`src/rtl/stage_reg_gen_pkg.sv`:
```
// stage_reg_gen_pkg: shared stage indices, stall width, action encoding and zero-register constant
package stage_reg_gen_pkg;
  localparam int STALL_W_DEF = 6;
  localparam int STG_IF      = 0;
  localparam int STG_ID      = 1;
  localparam int STG_EX      = 2;
  localparam int STG_MEM     = 3;
  localparam int STG_MEMWB   = 4;
  localparam int STG_WB      = 5;
  localparam int ZERO_ADDR   = 0;
  typedef enum logic [2:0] {ACT_RST, ACT_FLUSH, ACT_BUBBLE, ACT_PASS, ACT_HOLD} act_e;
endpackage

```
`src/rtl/stage_reg_gen_we_resolve.sv`:
```
// we_resolve: per-channel write-enable filter for zero-register writes and same-address collisions
module we_resolve
  import stage_reg_gen_pkg::*;
#(
  parameter int NCH      = 1,
  parameter int AW       = 5,
  parameter bit ZERO_REG = 1'b1
) (
  input  logic [NCH-1:0]    we,
  input  logic [NCH*AW-1:0] addr,
  output logic [NCH-1:0]    we_out
);
  // a channel loses its enable to a higher-index channel writing the same address
  always_comb begin
    we_out = '0;
    for (int i = 0; i < NCH; i++) begin
      we_out[i] = we[i] && !(ZERO_REG && addr[i*AW +: AW] == AW'(ZERO_ADDR));
      for (int j = i + 1; j < NCH; j++)
        if (we[j] && addr[j*AW +: AW] == addr[i*AW +: AW]) we_out[i] = 1'b0;
    end
  end
endmodule

```
`src/rtl/stage_reg_gen.sv`:
```
// stage_reg_gen: stall-aware inter-stage register with write-back channels; STAGE_REG_RETIRE_CNT_EN enables retire_cnt
module stage_reg_gen
  import stage_reg_gen_pkg::*;
#(
  parameter int DW        = 32,
  parameter int AW        = 5,
  parameter int NCH       = 1,
  parameter int PC_W      = 32,
  parameter int STALL_W   = STALL_W_DEF,
  parameter int STAGE_IDX = STG_MEMWB,
  parameter bit ZERO_REG  = 1'b1,
  parameter int HOLD_W    = 8
) (
  input  logic                clk,
  input  logic                rst,
  input  logic [STALL_W-1:0]  stall,
  input  logic                flush,
  input  logic                in_valid,
  input  logic [PC_W-1:0]     in_pc,
  input  logic [NCH*DW-1:0]   in_wdata,
  input  logic [NCH*AW-1:0]   in_waddr,
  input  logic [NCH-1:0]      in_we,
  output logic                out_valid,
  output logic [PC_W-1:0]     out_pc,
  output logic [NCH*DW-1:0]   out_wdata,
  output logic [NCH*AW-1:0]   out_waddr,
  output logic [NCH-1:0]      out_we,
  output logic [HOLD_W-1:0]   hold_cnt,
  output logic [63:0]         retire_cnt
);
  act_e           act;
  logic [NCH-1:0] we_res;
  logic           unused_stall;
  assign unused_stall = ^stall;
  we_resolve #(.NCH(NCH), .AW(AW), .ZERO_REG(ZERO_REG)) u_res (
    .we     (in_we & {NCH{in_valid}}),
    .addr   (in_waddr),
    .we_out (we_res)
  );
  // edge action by priority; upstream-run with downstream-stalled is treated as pass
  always_comb
    act = rst ? ACT_RST : flush ? ACT_FLUSH : !stall[STAGE_IDX] ? ACT_PASS :
          stall[STAGE_IDX+1] ? ACT_HOLD : ACT_BUBBLE;
  // payload register: capture on pass, keep on hold, clear otherwise
  always_ff @(posedge clk)
    if (act == ACT_PASS) begin
      out_valid <= in_valid;
      out_pc    <= in_pc;
      out_wdata <= in_wdata;
      out_waddr <= in_waddr;
      out_we    <= we_res;
    end else if (act != ACT_HOLD) begin
      out_valid <= 1'b0;
      out_pc    <= '0;
      out_wdata <= '0;
      out_waddr <= '0;
      out_we    <= '0;
    end
  // consecutive hold cycles, saturating
  always_ff @(posedge clk)
    hold_cnt <= act == ACT_HOLD ? hold_cnt + HOLD_W'(hold_cnt != '1) : '0;
`ifdef STAGE_REG_RETIRE_CNT_EN
  // count valid instructions passing through this stage
  always_ff @(posedge clk)
    retire_cnt <= act == ACT_RST ? '0 : retire_cnt + 64'(act == ACT_PASS && in_valid);
`else
  assign retire_cnt = '0;
`endif
endmodule

```
`config.mk`:
```
export PLATFORM = sky130hd
export DESIGN_NAME = stage_reg_gen
export DESIGN_NICKNAME = d
export VERILOG_FILES = /design/src/rtl/stage_reg_gen_pkg.sv /design/src/rtl/stage_reg_gen_we_resolve.sv /design/src/rtl/stage_reg_gen.sv
export SDC_FILE = /design/constraint.sdc
export NUM_CORES = 1
export LEC_CHECK = 0
export ABC_CLOCK_PERIOD_IN_PS = 7200
export CAP_MARGIN = 10
export CORE_MARGIN = 4
export CORE_UTILIZATION = 40
export CTS_BUF_LIST = sky130_fd_sc_hd__clkbuf_8
export CTS_CLUSTER_SIZE = 10
export DETAILED_ROUTE_END_ITERATION = 10
export PLACE_DENSITY = 0.93
export REMOVE_ABC_BUFFERS = 1
export SKIP_CTS_REPAIR_TIMING = 1
export SLEW_MARGIN = 20
export SYNTH_ARGS = -nofsm -noshare
export SYNTH_HDL_FRONTEND = slang
export SYNTH_SLANG_ARGS = --single-unit
```
`constraint.sdc`:
```
create_clock -name clk -period 7.2 [get_ports clk]
set_input_delay 1.08 -clock clk [delete_from_list [all_inputs] [get_ports clk]]
set_output_delay 1.08 -clock clk [all_outputs]
set_load 0.01 [all_outputs]
```
## Word-level counts from Yosys, hierarchy flattened

Cells that the tools add are included.

| word-level totals | value |
|---|---|
| input bits | 80 |
| word-level logic and storage cells | 28 |
| flip-flop bits (word level) | 79 |
| output and inout port bits | 143 |

| cells by class | value |
|---|---|
| add/sub/neg operators | 1 |
| reductions and logical operators | 4 |
| eq/ne operators | 4 |
| bitwise gates (word level) | 1 |
| multiplexer cells | 12 |

Operators by type and width:

| kind | number |
|---|---|
| $mux W32 | 3 |
| $mux W3 | 4 |
| $mux W5 | 2 |
| $add A8 B1 Y8 | 1 |
| $ne A8 B8 Y1 const B | 1 |
| $logic_not A5 Y1 | 1 |
| $eq A3 B2 Y1 const B | 1 |
| $eq A3 B3 Y1 const B | 1 |
| $mux W1 | 3 |
| $ne A3 B3 Y1 const B | 1 |
| $reduce_bool A2 Y1 | 1 |
| $and A1 B1 Y1 | 1 |
| $logic_and A1 B1 Y1 | 1 |
| $logic_not A1 Y1 | 1 |

## Logic depth before layout (Yosys ltp)

Gate-level depths: netlist (run 1).

| depth | value |
|---|---|
| word-level depth | 7 |
| depth in mapped cells | 7 |
| gate-level depth less buffers | 7 |

## Cells and area by module

From an unflattened synthesis (run 1), not the netlist that was laid out.

| second synthesis, totals | value |
|---|---|
| cell total of the unflattened synthesis | 256 |
| area, all modules | 3,473.3 um^2 |

Modules (own cells, without submodules):

| module | times used | cells an instance | area each (um^2) | sequential area each (um^2) |
|---|---|---|---|---|
| stage_reg_gen | 1 | 254 | 3,458.3 | 2,292.2 |
| we_resolve | 1 | 2 | 15.0 | 0.0 |

## Worst setup path before layout (run 1)

Ideal clock, no wire load.

| timing path | value |
|---|---|
| path kind | input to register |
| start point | input stall[5] |
| end point | register out_pc[0], enable pin |
| stages | 3 |
| path slack | 4,124 ps |
| data required time | 6,771 ps |
| arrival time | 2,647 ps |
| library setup time | 429 ps |
| path buffers | 0 |
| cell sequence | nand2_1 -> nor3_1 -> inv_1 |

| between the ends | value |
|---|---|
| longest elaborated chain between the ends | 6 |
| elaborated cells on any way between the ends | 7 |
| those cells by class | eq/ne: 2; mux: 4; reduce/logical: 1 |

Ends and longest elaborated chain:

| what | RTL line | text |
|---|---|---|
| from (decl) | stage_reg_gen.sv:16 | `input logic [STALL_W-1:0] stall,` |
| $mux W3 (*) | stage_reg_gen.sv:43 | `stall[STAGE_IDX+1] ? ACT_HOLD : ACT_BUBBLE;` |
| $mux W3 (*) (3 in series) | stage_reg_gen.sv:42 | `act = rst ? ACT_RST : flush ? ACT_FLUSH : !stall[STAGE_IDX] ? ACT_PASS :` |
| $eq A3 B2 Y1 or $ne A3 B3 Y1 (tied branches) | stage_reg_gen.sv:46, stage_reg_gen.sv:52 |  |
| $reduce_bool A2 Y1 (no source line) (*) | n/a |  |
| to (signal assigned) | stage_reg_gen.sv:48 | `out_pc <= in_pc;` |
| to (decl) | stage_reg_gen.sv:24 | `output logic [PC_W-1:0] out_pc,` |

Mark *: on every way between the ends. The rest lies on a longest branch, timed or not.
A chain may end at the register's enable or synchronous reset.

## Worst setup path after layout (run 1)

| timing path | value |
|---|---|
| start point | input flush |
| end point | register out_wdata[29], enable pin |

| between the ends | value |
|---|---|
| longest elaborated chain between the ends | 4 |
| elaborated cells on any way between the ends | 5 |
| those cells by class | eq/ne: 2; mux: 2; reduce/logical: 1 |

Ends and longest elaborated chain:

| what | RTL line | text |
|---|---|---|
| from (decl) | stage_reg_gen.sv:17 | `input logic flush,` |
| $mux W3 (*) (2 in series) | stage_reg_gen.sv:42 |  |
| $eq A3 B2 Y1 or $ne A3 B3 Y1 (tied branches) | stage_reg_gen.sv:46, stage_reg_gen.sv:52 |  |
| $reduce_bool A2 Y1 (no source line) (*) | n/a |  |
| to (signal assigned) | stage_reg_gen.sv:49 | `out_wdata <= in_wdata;` |
| to (decl) | stage_reg_gen.sv:25 | `output logic [NCH*DW-1:0] out_wdata,` |

Marked as above.

==> summary.md, run 1 <==
| Metric | Value |
|---|---|
| Status | `finished, final reports clean` |
| CP startpoint kind | `input pin` |
| Seq cells post-synth | `79` |
| Leak | `0.002056 µW` |
| CP endpoint kind | `flop` |
| Crit Path Category | `in2reg` |
| Total GRT Usage | `0.1484` |
| Commonest non-fill, non-tap cells in the layout | `154 x clkdlybuf4s50_1, 71 x edfxtp_1, 64 x conb_1` |
| Final worst slack | `4.342 ns` |
| Clock share of power | `0.344` |
| DRC violations left | `0` |
| Seq pwr share | `0.529` |
| Relative slew slack | `0.5675` |
| Fmax | `0.3498 GHz` |
| Clk sinks | `79` |
| Post-Synthesis Mean Instance Area | `13.67 µm²` |
| Dpl hpwl | `5737 µm` |
| Share of layout cells above drive strength 1 | `0.07416` |
| First-pass GRT wire length | `11430 µm` |
| Post-route setup TNS | `0 ns` |
| Initial antenna violation count | `0` |
| FFs w/ async S/R, synth | `0` |
| # diodes | `0` |
| Commonest non-fill, non-tap cell in the layout | `clkdlybuf4s50_1` |
| H-tree depth | `3` |
| Port bufs | `154` |
| Pre-CTS setup slack | `3.945 ns` |
| Ports | `223` |
| Clock-pin slew on the worst setup and hold paths | `0.08 ns` |
| Drt wl/cell | `14.88 µm` |
| Internal power | `757.2 µW` |
| Multi-input logic area | `898.4 µm²` |
| Largest fanout on the critical path | `47` |
| Vias per inst | `4.212` |
| Filler cell count | `650` |
| Nets | `495` |
| Sw Ratio | `0.2344` |
| Final core utilization | `0.6098` |
| Final Cell Area | `5086 µm²` |
| Die height | `101.2 µm` |
| Yosys Warn Count | `0` |
| Fin. max-slew vios | `0` |
| Max Clock Skew | `0.002704 ns` |
| Syn Std Cell Area | `3472 µm²` |
| Switching Power | `231.8 µW` |
| Die area | `10230 µm²` |
| CTS Buffer Depth | `2` |
| Worst vdd ir | `0.0001005 V` |
| Number of flops mapped to enable cells by yosys | `71` |
| Via count | `2203` |
| Vias in the first global route | `2219` |
| RSZ-0062 raised after global routing | `no` |
| Die X | `101.2 µm` |
| CP Data Arrival Time | `2.83 ns` |
| Post-Place Cell Area | `4882 µm²` |
| Area Overhead vs Synth | `46.49%` |
| Maximum Capacitance Violations | `0` |
| Sequential Area | `2292 µm²` |
| DRT Pass-1 Iters | `4` |
| Final Critical Period | `2.858 ns` |
| Hold WC Path Type | `reg2reg` |
| DRT Wirelength | `7781 µm` |
| Remaining Overflow, GRT | `0` |
| Register area share after synthesis | `0.6602` |
| Synth Instances | `254` |
| Non-filler cells in the finished layout | `523` |
| Initial DRC count | `77` |
| Worst skew pair latency | `0.33 ns` |
| Core Region | `8341 µm²` |
| Placed Instances | `507` |
| Hold Vio Cnt, Final | `0` |
| Largest net degree at the start of global routing | `71` |
| Post-synth top flop | `edfxtp_1` |
| Root buf cell | `clkbuf_8` |
| Initial Util | `0.4163` |
| Final setup violation count | `0` |
| WP data required | `7.17 ns` |
| P per Cell Area | `194.4 nW/µm²` |
| CTS Buf Count | `9` |
| CTS tree | `yes` |
| Final ANT Viol Nets | `0` |
| Slew @ Worst Pin | `0.6478 ns` |
| FP Rows | `33` |
| Final critical-path share of the clock period | `0.3970` |
| Gate power share | `0.127` |
| Gpl congestion | `0.7387` |
| Synth unique cells | `24` |
final timing paths:
path	from	endpoint	slack, ns	depth (start not counted)
hold / removal	hold_cnt[6]	hold_cnt[6]	0.52	2
setup / recovery	flush	out_wdata[29]	4.34	4
hold reg to reg	hold_cnt[6]	hold_cnt[6]	0.52	2
setup reg to reg	hold_cnt[3]	hold_cnt[4]	5.41	7
cell families after synthesis:
kind of cell	after synthesis	share of synthesized area
and+or+nand+nor	90	0.1632
DFF	79	0.6602
buffers and inverters	72	0.1492
AOI/OAI and AO/OA	7	0.01153
xor gates and xnor gates	3	0.007569
adders and majority gates	2	0.007206
other	1	0.001080
power by group through the flow:
stage	Sequential (µW)	Combinational (µW)	Clock (µW)
after floorplan	546	27.2	0
after global placement	533	123	0
after detailed placement	534	125	0
after CTS	524	126	349
after global routing	526	134	372
final	523	125	340
cell usage after synthesis (all sizes together) (3+ instances only):
cell type	instances	area [µm²]
a21oi	3	15.01
and2	72	464.2
buf	65	491.7
clkbuf	6	22.52
dfxtp	8	160.2
edfxtp	71	2132
nand2	3	11.26
nand3	3	15.01
nor2	3	11.26
o21ai	3	15.01
or3	4	25.02
state kept, by name, indices dropped and copies added (netlist names):
register and count:
out_we 1, out_pc 32, hold_cnt 8, out_waddr 5, out_wdata 32, out_valid 1
area by class of cell:
type                       count  share of cell area
clock inverter                 7             0.01574
sequential                    79              0.4507
tap                          105             0.02583
clock buffer                   9             0.02435
multi-input combinational    166              0.1766
inverter                       1           0.0007380
timing repair buffer         156              0.3060
per-stage QoR:
| step | total power [µW] | hold WS (ns) |
|---|---|---|
| 3_3_place_gp | 656.1 | 0.4879 |
| 2_1_floorplan | 572.9 | 0.5148 |
| 4_1_cts | 998.7 | 0.5249 |
| 5_1_grt | 1032 | 0.5587 |
| 3_5_place_dp | 659.2 | 0.5130 |
| 6_report | 989.0 | 0.5195 |
metal layers:
| metal | track usage | vias up | wire length [µm] |
|---|---|---|---|
| li1 | - | 1044 | - |
| met1 | 0.1652 | 1007 | 2886 |
| met2 | 0.2601 | 147 | 3819 |
| met3 | 0.06336 | 5 | 1002 |
| met4 | 0.04090 | 0 | 72 |
| met5 | 0 | - | 0 |
worst max-delay path, cell delays in order:
cell             delay [ns]
clkdlybuf4s50_1        0.53
nor3_1                 0.10
inv_2                  0.48
buf_4                  0.59
Note: power is estimated with default switching activity, not from simulation.
==> run 2, diff against run 1 <==
- ABC_CLOCK_PERIOD_IN_PS: 7200 -> 2950
- CORE_UTILIZATION: 40 -> 38
- PLACE_DENSITY: 0.93 -> 0.89
- clock period: 7.2 -> 2.95 ns (I/O delays scaled with it)
==> summary.md, run 2 (synthesis gave the netlist of run 1 again) <==
| Metric | Value |
|---|---|
| PnR Total Power | `2411 µW (+140%)` |
| Hold_sp | `hold_cnt[7]` |
| CP Data Arrival Time | `1.92 ns (-0.91 ns)` |
| Nets | `496 (+0.20%)` |
| DRT Wirelength | `7660 µm (-1.6%)` |
| Dpl hpwl | `5836 µm (+1.7%)` |
| Post-route setup TNS | `0 ns (unchanged)` |
| FP Rows | `34 (+3.0%)` |
| Gpl congestion | `0.7475 (+1.2%)` |
| Final Critical Period | `1.902 ns` |
| Vias per inst | `4.245 (+0.78%)` |
| RR Endpoint | `hold_cnt[4]` |
| Worst path cell trace | `clkdlybuf4s50_1 -> nor3_1 -> inv_2 -> buf_12` |
| DRT Pass-1 Iters | `4 (unchanged)` |
| Worst path top cell family by delay | `buffers and inverters` |
| Final critical-path share of the clock period | `0.6446` |
| Hold EP | `hold_cnt[7]` |
| Fmax | `0.5259 GHz` |
| Reg2Reg Setup Slack | `1.18 ns (-4.23 ns)` |
| Commonest non-fill, non-tap cells in the layout | `154 x clkdlybuf4s50_1, 71 x edfxtp_1, 64 x conb_1` |
| Drt wl/cell | `14.56 µm (-2.1%)` |
| Hold Vio Cnt, Final | `0 (unchanged)` |
| Largest fanout on the critical path | `52 (+11%)` |
| R2R Path Start | `hold_cnt[3]` |
| R2R depth | `7 (unchanged)` |
| CP max-delay cell | `clkdlybuf4s50_1` |
| CP endpoint kind | `flop` |
| Final ANT Viol Nets | `0 (unchanged)` |
| Remaining Overflow, GRT | `0 (unchanged)` |
| H-tree depth | `3 (unchanged)` |
| Filler cell count | `710 (+9.2%)` |
| Ports | `223 (unchanged)` |
| Die X | `103.6 µm (+2.4%)` |
| CTS tree | `yes` |
| Total GRT Usage | `0.1432 (-0.005228)` |
| Maximum Capacitance Violations | `0 (unchanged)` |
| WP data required | `2.96 ns (-4.21 ns)` |
| Port bufs | `154 (unchanged)` |
| First-pass GRT wire length | `12100 µm (+5.9%)` |
| Vias in the first global route | `2295 (+3.4%)` |
| Slew @ Worst Pin | `0.5868 ns (-0.06100 ns)` |
| Max Clock Skew | `0.005257 ns (+0.002552 ns)` |
| Core Region | `8806 µm² (+5.6%)` |
| Status | `finished, final reports clean` |
| DRC violations left | `0 (unchanged)` |
| CTS Buffer Depth | `2 (unchanged)` |
| Hold Slack | `0.5202 ns (+0.0006810 ns)` |
| Die area | `10730 µm² (+4.8%)` |
| Clock-pin slew on the worst setup and hold paths | `0.07 ns (about the same)` |
| P per Cell Area | `472.1 nW/µm² (+140%)` |
| Hold WC Path Type | `reg2reg` |
| CP max stage delay | `0.54 ns (-0.05 ns)` |
| Share of layout cells above drive strength 1 | `0.06938 (-0.004785)` |
| Initial DRC count | `54 (-30%)` |
| Area Overhead vs Synth | `47.10%` |
| # diodes | `0 (unchanged)` |
| Final setup violation count | `0 (unchanged)` |
| Fin. max-slew vios | `0 (unchanged)` |
| Die height | `103.6 µm (+2.4%)` |
| CP bufs+invs | `3 (unchanged)` |
| CTS Buf Count | `9 (unchanged)` |
| Worst vdd ir | `0.0002180 V (+120%)` |
| Worst hold path stage count | `2 (unchanged)` |
| Initial antenna violation count | `0 (unchanged)` |
| Worst skew pair latency | `0.33 ns (about the same)` |
| Commonest non-fill, non-tap cell in the layout | `clkdlybuf4s50_1` |
| Relative slew slack | `0.6082 (+0.04072)` |
| Initial Util | `0.3943 (-0.02200)` |
| Final core utilization | `0.5800 (-0.02982)` |
| Via count | `2233 (+1.4%)` |
| Root buf cell | `clkbuf_8` |
| CP startpoint kind | `input pin` |
| RSZ-0062 raised after global routing | `no` |
| Largest net degree at the start of global routing | `53 (-25%)` |
| Largest registers | `out_pc (32), out_wdata (32), hold_cnt (8)` |
| Clk sinks | `79 (unchanged)` |
| Leak | `0.002073 µW (+0.83%)` |
| Crit Path Category | `in2reg` |
run 2: cell types whose count changed in the layout (fill, tap and decap cells not counted):
cell / before / now
buf_12: 0 / 1
bufinv_16: 1 / 2
clkinv_1: 0 / 1
clkinv_2: 1 / 2
clkinv_4: 1 / 0
clkinvlp_4: 1 / 0
inv_1: 0 / 1
inv_6: 2 / 0
inv_8: 1 / 0
run 2: layer usage:
layer	track usage	wire length, µm
met5	0	0
met3	0.04789	797
met1	0.1600	2865
met4	0.06553	153
met2	0.2477	3844
run 2: worst max path at each step:
stage                  start            end  depth (start not counted)
floorplan           stall[5]      out_pc[0]                          3
global placement    stall[4]     out_pc[25]                          5
global route        stall[4]     out_pc[14]                          5
finish                 flush  out_wdata[20]                          4
CTS                      rst  out_wdata[24]                          4
detailed placement       rst  out_wdata[17]                          4
run 2: through the flow:
step	instance area (µm²)	std cells	worst slack, ns
floorplan	3194	246	0.5116
global placement	4906	511	0.7528
detailed placement	4906	511	0.6903
CTS	5107	526	1.066
global route	5107	526	0.9268
finish	5107	526	1.048
run 2: tightest hold or removal path, stage by stage (launching register included):
cell and delay [ns]:
dfxtp_1 0.34, o21ai_0 0.08, a21oi_1 0.06
run 2: layout make-up:
class | instances | area [µm²] | share of cell area
sequential | 79 | 2292 | 0.4488
inverter | 1 | 3.754 | 0.0007349
clock inverter | 6 | 77.57 | 0.01519
tap | 108 | 135.1 | 0.02646
timing repair buffer | 157 | 1577 | 0.3087
multi-input combinational | 166 | 898.4 | 0.1759
clock buffer | 9 | 123.9 | 0.02425
run 2: report_power, final:
part	leakage [µW]	switching, µW	internal [µW]	total, µW
registers	0.000904	13.3	1260	1280
logic	0.00106	126	183	308
clock network	0.000108	362	463	826
total	0.00207	501	1910	2410
==> run 3, diff against run 2 <==
- ABC_CLOCK_PERIOD_IN_PS: 2950 -> 1600
- CORE_UTILIZATION: 38 -> 34
- PLACE_DENSITY: 0.89 -> 0.85
- clock period: 2.95 -> 1.6 ns (I/O delays scaled with it)
==> summary.md, run 3 (synthesis gave the netlist of run 1 again) <==
| Metric | Value |
|---|---|
| Commonest non-fill, non-tap cells in the layout | `147 x clkdlybuf4s50_1, 71 x edfxtp_1, 64 x conb_1` |
| CP max-delay cell | `clkdlybuf4s50_1` |
| CP bufs+invs | `1 (-2)` |
| Drt wl/cell | `14.19 µm (-2.5%)` |
| Leak | `0.002298 µW (+11%)` |
| P per Cell Area | `851.3 nW/µm² (+80%)` |
| DRT Wirelength | `8076 µm (+5.4%)` |
| Cell count along the critical path | `1 (-3)` |
| Area Overhead vs Synth | `54.88%` |
| Largest registers | `out_pc (32), out_wdata (32), hold_cnt (8)` |
| Fmax | `0.6669 GHz` |
| Port bufs | `154 (unchanged)` |
| Total GRT Usage | `0.1258 (-0.01738)` |
| Gpl congestion | `0.6815 (-8.8%)` |
| DRC violations left | `0 (unchanged)` |
| Die X | `109.1 µm (+5.3%)` |
| Worst vdd ir | `0.0004695 V (+120%)` |
| CP Data Arrival Time | `1.26 ns (-0.66 ns)` |
| Seq pwr share | `0.515 (-0.015)` |
| Max Clock Skew | `0.002095 ns (-0.003162 ns)` |
| Final core utilization | `0.5452 (-0.03484)` |
| R2R Path Start | `hold_cnt[5]` |
| Gate power share | `0.129 (about the same)` |
| Die area | `11890 µm² (+11%)` |
| First-pass GRT wire length | `11120 µm (-8.0%)` |
| FP Rows | `36 (+5.9%)` |
| Non-filler cells in the finished layout | `569 (+8.2%)` |
| Filler cell count | `795 (+12%)` |
| Internal power | `3566 µW (+87%)` |
| Crit Path Category | `reg2out` |
| Hold Slack | `0.5443 ns (+0.02410 ns)` |
| Sw Ratio | `0.2211 (+0.01322)` |
| DRT Pass-1 Iters | `4 (unchanged)` |
| Commonest non-fill, non-tap cell in the layout | `clkdlybuf4s50_1` |
| CTS Buf Count | `9 (unchanged)` |
| Root buf cell | `clkbuf_8` |
| WP data required | `1.36 ns (-1.60 ns)` |
| Placed Instances | `553 (+8.2%)` |
| # diodes | `0 (unchanged)` |
| RR Endpoint | `hold_cnt[4]` |
| Final setup violation count | `0 (unchanged)` |
| CP endpoint kind | `output port` |
| Reg2Reg Setup Slack | `0.10 ns (-1.08 ns)` |
| Vias in the first global route | `2237 (-2.5%)` |
| Setup crit start | `hold_cnt[0]` |
| Final ANT Viol Nets | `0 (unchanged)` |
| Initial Util | `0.3520 (-0.04231)` |
| R2R depth | `7 (unchanged)` |
| Ports | `223 (unchanged)` |
| Worst path top cell family by delay | `buffers and inverters` |
| Hold Vio Cnt, Final | `0 (unchanged)` |
| Hold EP | `out_pc[5]` |
| Largest fanout on the critical path | `3 (-94%)` |
| Post-Place Cell Area | `5104 µm² (+4.0%)` |
| Final Critical Period | `1.500 ns` |
| Worst skew pair latency | `0.34 ns (about the same)` |
| Clock-pin slew on the worst setup and hold paths | `0.08 ns (about the same)` |
| Final Cell Area | `5378 µm² (+5.3%)` |
| CTS Buffer Depth | `2 (unchanged)` |
| CP startpoint kind | `flop` |
| Dpl hpwl | `6244 µm (+7.0%)` |
| Initial antenna violation count | `0 (unchanged)` |
| Nets | `513 (+3.4%)` |
| Post-route setup TNS | `0 ns (unchanged)` |
| Clock share of power | `0.357 (+0.015)` |
| Share of layout cells above drive strength 1 | `0.1261 (+0.05677)` |
| Clk sinks | `79 (unchanged)` |
| Multi-input logic area | `929.6 µm² (+3.5%)` |
| Initial DRC count | `90 (+67%)` |
| Die height | `109.1 µm (+5.3%)` |
| Via count | `2282 (+2.2%)` |
| CP max stage delay | `0.54 ns (about the same)` |
| CTS tree | `yes` |
| Final critical-path share of the clock period | `0.9372` |
| Maximum Capacitance Violations | `0 (unchanged)` |
| Hold WC Path Type | `in2reg` |
| Remaining Overflow, GRT | `0 (unchanged)` |
| Vias per inst | `4.011 (-5.5%)` |
| Switching Power | `1012 µW (+100%)` |
| Hold_sp | `in_pc[5]` |
| Worst path cell trace | `clkdlybuf4s50_1` |
| Fin. max-slew vios | `0 (unchanged)` |
| Status | `finished, final reports clean` |
| Core Region | `9864 µm² (+12%)` |
| Worst hold path stage count | `2 (unchanged)` |
| H-tree depth | `3 (unchanged)` |
| Sequential Area | `2297 µm² (+0.22%)` |
| Largest net degree at the start of global routing | `42 (-21%)` |
==> run 3: changes by cell type in the layout (fill, tap and decap cells not counted), sizes merged <==
cell | before | now
clkinvlp | 0 | 2
inv | 2 | 1
dlymetal6s2s | 0 | 7
clkdlybuf4s50 | 154 | 147
buf | 3 | 20
==> run 3: power groups by stage <==
stage	clock [µW]	combinational [µW]	sequential, µW
3_3_place_gp	0	583	2400
5_1_grt	1770	631	2370
2_1_floorplan	0	122	2460
3_5_place_dp	0	587	2400
6_report	1630	590	2360
4_1_cts	1670	590	2360
==> run 3: per-stage QoR <==
step                      power, µW  setup WS, ns
after floorplan                2578       -0.6359
after global routing           4766    -0.0003358
final                          4578        0.1005
after global placement         2983       -0.1286
after CTS                      4620      -0.08187
after detailed placement       2992       -0.1445
==> run 3: per-layer routing <==
metal / track usage / share of wire
met2: 0.2307 / 0.51
met4: 0.06222 / 0.017
met5: 0 / 0
met3: 0.03493 / 0.11
met1: 0.1307 / 0.36
==> run 3: worst max-delay path by stage <==
stage / end / slack (ns)
CTS: hold_cnt[4] / -0.08
detailed placement: out_pc[18] / -0.14
global placement: out_wdata[29] / -0.13
finish: hold_cnt[0] / 0.10
global route: hold_cnt[4] / -0.0003
floorplan: out_pc[0] / -0.64
==> run 3: cell type report <==
type / count / area share
inverters: 1 / 0.0009307
repair buffers: 174 / 0.3271
multi-input cells: 166 / 0.1729
flip-flops and latches: 79 / 0.4272
well taps: 133 / 0.03094
clock inverters: 7 / 0.01792
clock buffers: 9 / 0.02303
